[config.mk]
export PLATFORM = sky130hd
export DESIGN_NAME = fifo_wr_arbiter_flat
export DESIGN_NICKNAME = d
export VERILOG_FILES = /design/src/rtl/fifo_wr_arbiter_if.sv /design/src/rtl/fifo_wr_arbiter.sv /design/src/flat_wrapper.sv
export SDC_FILE = /design/constraint.sdc
export NUM_CORES = 1
export LEC_CHECK = 0
export ABC_CLOCK_PERIOD_IN_PS = 1850
export BUFFER_PORTS_ARGS = -buffer_cell sky130_fd_sc_hd__clkbuf_2
export CORE_UTILIZATION = 48
export CTS_BUF_LIST = sky130_fd_sc_hd__clkbuf_4 sky130_fd_sc_hd__clkbuf_8
export CTS_CLUSTER_SIZE = 16
export DETAILED_ROUTE_END_ITERATION = 16
export PLACE_DENSITY = 0.85
export SLEW_MARGIN = 40
export SYNTH_ARGS = -nofsm -noshare
export SYNTH_HDL_FRONTEND = slang
export SYNTH_SLANG_ARGS = --single-unit
[constraint.sdc]
create_clock -name clk -period 1.85 [get_ports clk]
set_clock_uncertainty 0.05 [all_clocks]
set_input_delay 0.185 -clock clk [delete_from_list [all_inputs] [get_ports clk]]
set_output_delay 0.185 -clock clk [all_outputs]
set_load 0.005 [all_outputs]
[src/rtl/fifo_wr_arbiter_if.sv]
// Bundle of requester, grant and FIFO write-port signals shared by the
// write-side arbiter and its environment.
interface fifo_wr_arbiter_if #(
    parameter int DATA_WIDTH = 3,
    parameter int NUM_REQ    = 4
);
    logic [NUM_REQ-1:0]            req;
    logic [NUM_REQ*DATA_WIDTH-1:0] req_data;
    logic [NUM_REQ-1:0]            ack;
    logic [NUM_REQ-1:0]            gnt;
    logic                          busy;
    logic                          fifo_full;
    logic                          w_en;
    logic [DATA_WIDTH-1:0]         w_data;

    // Arbiter side
    modport master (
        input  req, req_data, fifo_full,
        output ack, gnt, busy, w_en, w_data
    );

    // Requesters plus FIFO side
    modport slave (
        output req, req_data, fifo_full,
        input  ack, gnt, busy, w_en, w_data
    );
endinterface

[src/rtl/fifo_wr_arbiter.sv]
// Round-robin arbiter sharing one FIFO write port among NUM_REQ requesters;
// each grant owns the port for a burst of up to BURST_LEN words.
module fifo_wr_arbiter #(
    parameter int DATA_WIDTH = 3,
    parameter int NUM_REQ    = 4,
    parameter int BURST_LEN  = 4
) (
    input  logic              clk,
    input  logic              rst,
    fifo_wr_arbiter_if.master bus
);
    localparam int IDX_W = $clog2(NUM_REQ);
    localparam int CNT_W = (BURST_LEN > 1) ? $clog2(BURST_LEN) : 1;

    localparam logic [0:0] ST_IDLE  = 1'b0;
    localparam logic [0:0] ST_BURST = 1'b1;

    localparam logic [CNT_W-1:0] CNT_LAST = CNT_W'(BURST_LEN - 1);
    localparam logic [IDX_W-1:0] IDX_LAST = IDX_W'(NUM_REQ - 1);

    logic [0:0]         state_q,    state_d;
    logic [IDX_W-1:0]   gnt_idx_q,  gnt_idx_d;
    logic [IDX_W-1:0]   last_idx_q, last_idx_d;
    logic [CNT_W-1:0]   cnt_q,      cnt_d;
    logic [NUM_REQ-1:0] gnt_q,      gnt_d;

    logic [IDX_W:0]        cand;
    logic [IDX_W-1:0]      sel_idx;
    logic                  sel_valid;
    logic                  in_burst;
    logic                  owner_req;
    logic                  accept;
    logic [DATA_WIDTH-1:0] slice [NUM_REQ];

    for (genvar i = 0; i < NUM_REQ; i++) begin : g_slice
        assign slice[i] = bus.req_data[i*DATA_WIDTH +: DATA_WIDTH];
    end

    // Round-robin search starting one past the previous owner.
    // NOTE: every variable written here gets a default first so no latch is inferred.
    always_comb begin
        cand      = '0;
        sel_idx   = '0;
        sel_valid = 1'b0;
        for (int off = 1; off <= NUM_REQ; off++) begin
            cand = {1'b0, last_idx_q} + (IDX_W+1)'(off);
            if (cand >= (IDX_W+1)'(NUM_REQ)) begin
                cand = cand - (IDX_W+1)'(NUM_REQ);
            end
            if (!sel_valid && bus.req[cand[IDX_W-1:0]]) begin
                sel_valid = 1'b1;
                sel_idx   = cand[IDX_W-1:0];
            end
        end
    end

    assign in_burst  = (state_q == ST_BURST);
    assign owner_req = bus.req[gnt_idx_q];
    // A word presented during the reset cycle belongs to an abandoned burst.
    assign accept    = in_burst && owner_req && !bus.fifo_full && !rst;

    always_comb begin
        bus.w_en   = accept;
        bus.ack    = '0;
        bus.w_data = '0;
        if (accept) begin
            bus.ack[gnt_idx_q] = 1'b1;
        end
        if (in_burst) begin
            bus.w_data = slice[gnt_idx_q];
        end
    end

    assign bus.gnt  = gnt_q;
    assign bus.busy = in_burst;

    always_comb begin
        state_d    = state_q;
        gnt_idx_d  = gnt_idx_q;
        last_idx_d = last_idx_q;
        cnt_d      = cnt_q;
        gnt_d      = gnt_q;
        case (state_q)
            ST_IDLE: begin
                if (sel_valid) begin
                    gnt_idx_d        = sel_idx;
                    gnt_d            = '0;
                    gnt_d[sel_idx]   = 1'b1;
                    cnt_d            = '0;
                    state_d          = ST_BURST;
                end
            end
            ST_BURST: begin
                // Release wins over a full FIFO; a full FIFO alone just stalls.
                if (!owner_req) begin
                    state_d    = ST_IDLE;
                    last_idx_d = gnt_idx_q;
                    gnt_d      = '0;
                end else if (accept) begin
                    if (cnt_q == CNT_LAST) begin
                        state_d    = ST_IDLE;
                        last_idx_d = gnt_idx_q;
                        gnt_d      = '0;
                    end else begin
                        cnt_d = cnt_q + CNT_W'(1);
                    end
                end
            end
        endcase
    end

    // NOTE: state flops use non-blocking assignments so every register samples
    // pre-edge values; reset is synchronous and covers all state (no memories here).
    always_ff @(posedge clk) begin
        if (rst) begin
            state_q    <= ST_IDLE;
            gnt_idx_q  <= '0;
            last_idx_q <= IDX_LAST;
            cnt_q      <= '0;
            gnt_q      <= '0;
        end else begin
            state_q    <= state_d;
            gnt_idx_q  <= gnt_idx_d;
            last_idx_q <= last_idx_d;
            cnt_q      <= cnt_d;
            gnt_q      <= gnt_d;
        end
    end
endmodule

[src/flat_wrapper.sv]
// flat-port wrapper written by rule: the top's interface ports become plain ports
module fifo_wr_arbiter_flat 
#(
    parameter int DATA_WIDTH = 3,
    parameter int NUM_REQ    = 4,
    parameter int BURST_LEN  = 4
)
  (clk, rst, bus_req, bus_req_data, bus_fifo_full, bus_ack, bus_gnt, bus_busy, bus_w_en, bus_w_data);
  fifo_wr_arbiter_if #(.DATA_WIDTH(DATA_WIDTH), .NUM_REQ(NUM_REQ)) bus_i ();
  input  logic clk;
  input  logic rst;
  input wire logic [$bits(bus_i.req)-1:0] bus_req;
  input wire logic [$bits(bus_i.req_data)-1:0] bus_req_data;
  input wire logic [$bits(bus_i.fifo_full)-1:0] bus_fifo_full;
  output wire logic [$bits(bus_i.ack)-1:0] bus_ack;
  output wire logic [$bits(bus_i.gnt)-1:0] bus_gnt;
  output wire logic [$bits(bus_i.busy)-1:0] bus_busy;
  output wire logic [$bits(bus_i.w_en)-1:0] bus_w_en;
  output wire logic [$bits(bus_i.w_data)-1:0] bus_w_data;
  assign bus_i.req = bus_req;
  assign bus_i.req_data = bus_req_data;
  assign bus_i.fifo_full = bus_fifo_full;
  assign bus_ack = bus_i.ack;
  assign bus_gnt = bus_i.gnt;
  assign bus_busy = bus_i.busy;
  assign bus_w_en = bus_i.w_en;
  assign bus_w_data = bus_i.w_data;
  fifo_wr_arbiter #(.DATA_WIDTH(DATA_WIDTH), .NUM_REQ(NUM_REQ), .BURST_LEN(BURST_LEN)) u_core (.clk(clk), .rst(rst), .bus(bus_i));
endmodule
==> results of run 1 <==
==> layer usage <==
metal / vias to the layer above / GRT usage (%)
met5: - / 0
met4: 0 / 5.00
met3: 0 / 8.15
met2: 24 / 42.2
met1: 375 / 27.7
li1: 384 / -
==> kinds of logic (layout without fill, tap and decap cells) <==
kind of cell	after synthesis	count (layout)
buf+inv	7	43
fa+ha+maj	1	1
mux	4	4
flops	11	11
compound gates	23	23
simple gates	37	37
==> critical path: stages, from the launching register on <==
cell	delay (ps)
dfxtp_2	340
buf_4	110
mux4_2	530
and2_1	190
clkbuf_2	100
==> final timing paths <==
check	slack, ps	endpoint	start	cells after the start
max	80	bus_w_en	u_core.gnt_idx_q[0]	4
min	220	u_core.gnt_idx_q[1]	rst	2
max reg2reg	180	u_core.bus.gnt[1]	u_core.gnt_idx_q[0]	5
min reg2reg	430	u_core.bus.gnt[2]	u_core.bus.gnt[2]	1
==> flip-flops by register name, summed over array words and instances (netlist names) <==
| name | cells |
|---|---|
| u_core.bus.gnt | 4 |
| u_core.bus.busy | 1 |
| u_core.gnt_idx_q | 2 |
| u_core.last_idx_q | 2 |
| u_core.cnt_q | 2 |
==> final cells by class <==
type / count / area (um^2)
fillers: 124 / 417
multi-input cells: 65 / 472
repair buffers: 36 / 196
flip-flops and latches: 11 / 221
clock buffers: 4 / 30.0
well taps: 15 / 18.8
inverters: 3 / 11.3
==> power breakdown <==
| part | total [mW] | leakage [nW] | internal [mW] | switching [mW] |
|---|---|---|---|---|
| clock network | 0.176 | 0.0184 | 0.0980 | 0.0783 |
| logic | 0.198 | 0.329 | 0.102 | 0.0963 |
| registers | 0.272 | 0.0906 | 0.258 | 0.0149 |
==> timing repair <==
| item | 4_1_cts | 5_1_grt |
|---|---|---|
| hold buffers | 0 | 0 |
| setup buffers | 0 | 2 |
| setup endpoints to repair | 1 | 3 |
| gates resized for setup | 1 | 2 |
| cloned | 0 | 0 |
==> layout by cell type, fill, tap and decap left out, types with 2 or more instances in the layout <==
cell       Yosys  layout
o2bb2ai_1      2       2
inv_1          3       3
nor3_1         4       4
nand2_1        6       6
and2_1         4       4
a21oi_1        4       4
clkbuf_4       0       4
a31o_2         2       2
o21ai_0        4       4
a32o_1         2       2
buf_4          0       4
a31oi_1        2       2
mux4_1         3       2
dfxtp_1       11      10
mux4_2         1       2
a211oi_1       2       2
nand3_1        2       2
nand2b_1       7       7
nor3b_1        2       2
clkbuf_2       1      31
nor2_1         9       9
==> stage by stage <==
stage                     util, %  instances
after global placement       66.1        128
final                        69.5        134
after floorplan                 -         83
after CTS                    68.6        132
after detailed placement     66.1        128
after global routing         69.5        134
==> flow_summary_export.csv, run 1 <==
group,metric,value,unit
status,outcome,"complete, no violations",
synth,mappedNetlistArea,732,um^2
floorplan,io_pins,32,
synth,ys_seq_elements,11,
routing,routedLengthMet1,805,um
floorplan,die_width,41.1,um
sta,fmax,564,MHz
synth,synthDistinctLibCells,31,
synth,avgSynthCellArea,8.82,um^2
routing,via_per_inst,5.84,
grt,grt_usage,24.0,%
grt,overflow,0,
place,place_area,903,um^2
synth,synthMuxAreaShare,13.8,%
worst_hold_path,hp-class,"primary input to register",
pwr,finalPower,0.647,mW
routing,routed.top_layer,"met3",
routing,route.met3.wl,74,um
synth,yosys.area_share.adder,1.71,%
routing,vias,783,
routing,wl_met2,927,um
clock_tree,htreeDepth,1,
sta,setup_viol,0,
clock_tree,cts_tree,"yes",
synth,yosys.area_share.xor_xnor,0,%
sta,rsz0062_at_grt,"false",
sta,final.setup.worst_slack,76.2,ps
sta,min_period_over_period,95.9,%
place,routabilityCongestion,0.775,
pwr,p_per_area,681,mW/mm^2
cells_and_area,diodes,0,
synth,async_flop_share,0,%
sta,hold_violations,0,
clock_tree,cts_root_buf,"clkbuf_4",
synth,synth-simple-area-share,26.5,%
critical_path,worst_setup_path_start_kind,"register",
grt,grt_max_degree,14,
floorplan,fp.dieH,41.1,um
grt,grt_pass1_wl,2640,um
grt,antenna_found_initial,0,
critical_path,worstSetupPathType,"register to output port",
clock_tree,clockBufferDepth,2,
place,numPortBuffers,31,
sta,worst_slew_pin_slew,455,ps
synth,synth_top_family_by_area,"simple AND/OR/NAND/NOR gates",
cells_and_area,nNetsFinal,140,
synth,yosysTopAreaCell,"dfxtp_1",
critical_path,critPathRequiredTime,1620,ps
clock_tree,clock_latency,260,ps
place,place_ws,277,ps
cells_and_area,drive_gt1_share,39.5,%
routing,ant_nets,0,
pwr,irDropWorstVdd,0.000653,V
sta,setup_tns,0,ps
floorplan,row_count,13,
routing,avgRoutedWirePerCell,13.5,um
routing,drcViolationCount,0,
cells_and_area,syn_to_final_growth,29.7,%
floorplan,die-area,0.00169,mm^2
sta,holdWs,215,ps
flow_run,max_cap_violations,0,
clock_tree,cts.sinks,11,
critical_path,cp.arrival,1540,ps
routing,drt_wl_total,1810,um
place,dp_hpwl,1400,um
grt,grt_pass1_vias,663,
floorplan,start_util,53.6,%
clock_tree,cts.clk_slew.worst_paths,70,ps
synth,synth_ff_type,"dfxtp_1",
synth,synth_compound_area_share,22.9,%
clock_tree,cts_made_buffers,3,
synth,ys_seq_area_share,30.1,%
synth,synth_top_cell_area_share,30.1,%
synth,synth_commonest_cells,"dfxtp_1, nor2_1, nand2b_1, nand2_1",
synth,ys_warn_count,0,
synth,synth_edf_count,0,
critical_path,path_max_fanout,4,
synth,synth.area.top_cells,"dfxtp_1, mux4_1, nand2b_1",
synth,syn-instance-count,83,
cells_and_area,stdcell_area,950,um^2
floorplan,coreArea,0.00137,mm^2
sta,max_slew_margin,69.4,%
synth,synth.most_common_cell,"dfxtp_1",
critical_path,crit_path_end_kind,"output port",
synth,synth_fp_nets,103,
routing,dr.pass1.iters,4,
pwr,leakagePower,0.438,nW
sta,fin_crit,1770,ps
routing,drt_iter0_drc,16,
sta,slew_violations,0,
No activity file was read; power rests on OpenSTA's default activity.
==> run 2, diff against run 1 <==
--- a/config.mk
+++ b/config.mk
@@ -7,11 +7,10 @@
 export LEC_CHECK = 0
 export ABC_CLOCK_PERIOD_IN_PS = 1850
 export BUFFER_PORTS_ARGS = -buffer_cell sky130_fd_sc_hd__clkbuf_2
-export CORE_UTILIZATION = 48
-export CTS_BUF_LIST = sky130_fd_sc_hd__clkbuf_4 sky130_fd_sc_hd__clkbuf_8
+export CORE_UTILIZATION = 45
 export CTS_CLUSTER_SIZE = 16
 export DETAILED_ROUTE_END_ITERATION = 16
-export PLACE_DENSITY = 0.85
+export PLACE_DENSITY = 0.8
 export SLEW_MARGIN = 40
 export SYNTH_ARGS = -nofsm -noshare
 export SYNTH_HDL_FRONTEND = slang
==> flow_summary_export.csv, run 2 (synthesis gave the netlist of run 1 again) <==
group,metric,value,unit
status,outcome,"complete, no violations",
critical_path,critPathRequiredTime,1620,ps
routing,drt_wl_total,1820,um
clock_tree,clock_latency,260,ps
cells_and_area,largest_register_ffs,4,
critical_path,cp.depth,4,
floorplan,start_util,48.6,%
place,numPortBuffers,31,
cells_and_area,layout_commonest_cell,"clkbuf_2",
clock_tree,cts.clk_slew.worst_paths,70,ps
critical_path,r2r_slack,290,ps
critical_path,cp_cell_sequence,"buf_6 -> mux4_1 -> and2_1 -> clkbuf_2",
pwr,finalPower,0.625,mW
sta,rsz0062_at_grt,"false",
critical_path,slowest_delay,550,ps
critical_path,path_max_fanout,8,
clock_tree,clockBufferDepth,2,
clock_tree,cts_made_buffers,3,
grt,overflow,0,
sta,setup_tns,0,ps
pwr,leakagePower,0.430,nW
routing,vias,763,
sta,worst_slew_pin_slew,528,ps
sta,slew_violations,0,
critical_path,path_buf_inv,2,
routing,dr.pass1.iters,4,
place,routabilityCongestion,0.783,
sta,hold_violations,0,
floorplan,coreArea,0.00151,mm^2
sta,fmax,560,MHz
clock_tree,cts_tree,"yes",
place,dp_hpwl,1470,um
critical_path,critPathTopFamily,"multiplexers",
floorplan,io_pins,32,
routing,avgRoutedWirePerCell,13.6,um
floorplan,die_width,42.3,um
pwr,irDropWorstVdd,0.000703,V
grt,grt_pass1_wl,2980,um
grt,grt_pass1_vias,687,
grt,grt_max_degree,14,
critical_path,rr_endpoint,"u_core.bus.gnt[0]",
critical_path,rr_startpoint,"u_core.gnt_idx_q[0]",
pwr,p_per_area,665,mW/mm^2
clock_tree,hold_buffers,0,
critical_path,worstSetupPathType,"register to output port",
floorplan,die-area,0.00179,mm^2
critical_path,reg2reg_depth,4,
routing,via_per_inst,5.69,
clock_tree,htreeDepth,1,
cells_and_area,diodes,0,
critical_path,crit_path_end_kind,"output port",
grt,grt_usage,22.1,%
routing,drt_iter0_drc,16,
cells_and_area,syn_to_final_growth,28.4,%
sta,setup_viol,0,
floorplan,row_count,14,
cells_and_area,layout_common_cells,"clkbuf_2, dfxtp_1, nor2_1",
critical_path,cp.arrival,1550,ps
clock_tree,cts_root_buf,"clkbuf_4",
critical_path,timing.critical_path.from,"u_core.gnt_idx_q[0]",
cells_and_area,drive_gt1_share,38.1,%
worst_hold_path,hp-class,"primary input to register",
sta,fin_crit,1790,ps
routing,drcViolationCount,0,
sta,min_period_over_period,96.5,%
floorplan,fp.dieH,42.3,um
flow_run,max_cap_violations,0,
worst_hold_path,hold-path-cell-count,2,
critical_path,endpoint,"bus_w_data[0]",
critical_path,crit_slowest_cell,"mux4_1",
critical_path,worst_setup_path_start_kind,"register",
grt,antenna_found_initial,0,
clock_tree,cts.sinks,11,
routing,ant_nets,0,
sta,max_slew_margin,64.6,%
cells_and_area,nNetsFinal,139,
==> run 2: changes by cell type in the layout (fill, tap and decap cells not counted) <==
cell      previous run  this run
buf_4                4         3
clkbuf_1             0         1
clkbuf_4             4         3
==> run 2: metal layers <==
| layer | up-vias | global-route usage, % | share of wire (%) |
|---|---|---|---|
| li1 | 383 | - | - |
| met1 | 340 | 25.7 | 41 |
| met2 | 37 | 38.8 | 49 |
| met3 | 3 | 4.74 | 8.8 |
| met4 | 0 | 9.38 | 1.2 |
| met5 | - | 0 | 0 |
==> run 2: repair_timing <==
action | CTS | global route
setup buffers | 0 | 1
setup endpoints to repair | 3 | 3
resized for setup | 1 | 2
==> run 2: worst min path at each step <==
| stage | from | end | slack [ps] |
|---|---|---|---|
| final | rst | u_core.gnt_idx_q[1] | 200 |
| after floorplan | bus_fifo_full | u_core.last_idx_q[1] | 380 |
| after CTS | rst | u_core.gnt_idx_q[1] | 190 |
| after detailed placement | u_core.bus.gnt[1] | u_core.bus.gnt[1] | 410 |
| after global routing | rst | u_core.gnt_idx_q[1] | 220 |
| after global placement | u_core.bus.gnt[1] | u_core.bus.gnt[1] | 400 |
==> run 2: stage by stage <==
stage	hold WS, ps	worst slack, ps	cell area, um^2	instances	util [%]
final	199	64.0	940	134	62.4
after global routing	218	8.43	940	134	62.4
after CTS	187	2.95	935	133	62.0
after detailed placement	409	274	905	129	60.0
after global placement	403	314	905	129	60.0
after floorplan	377	266	732	83	-
==> run 2: area by class of cell <==
| class | instances | area, um^2 |
|---|---|---|
| repair buffers | 35 | 189 |
| flip-flops and latches | 11 | 221 |
| well taps | 16 | 20.0 |
| clock buffers | 4 | 26.3 |
| inverters | 3 | 11.3 |
| multi-input cells | 65 | 472 |
| fillers | 149 | 567 |
==> run 2: where the power goes <==
| group | switching [mW] | internal, mW | leakage [nW] |
|---|---|---|---|
| combinational | 0.0978 | 0.0987 | 0.324 |
| clock | 0.0724 | 0.0832 | 0.0150 |
| sequential | 0.0151 | 0.258 | 0.0906 |
| total | 0.185 | 0.440 | 0.430 |
==> run 2: worst reg2reg max path: cells and delay by family (launching register included) <==
family	cells	cell delay, ps
flip-flops	1	340
AND/OR/NAND/NOR	1	90
AO/OA/AOI/OAI	2	420
multiplexers	1	550
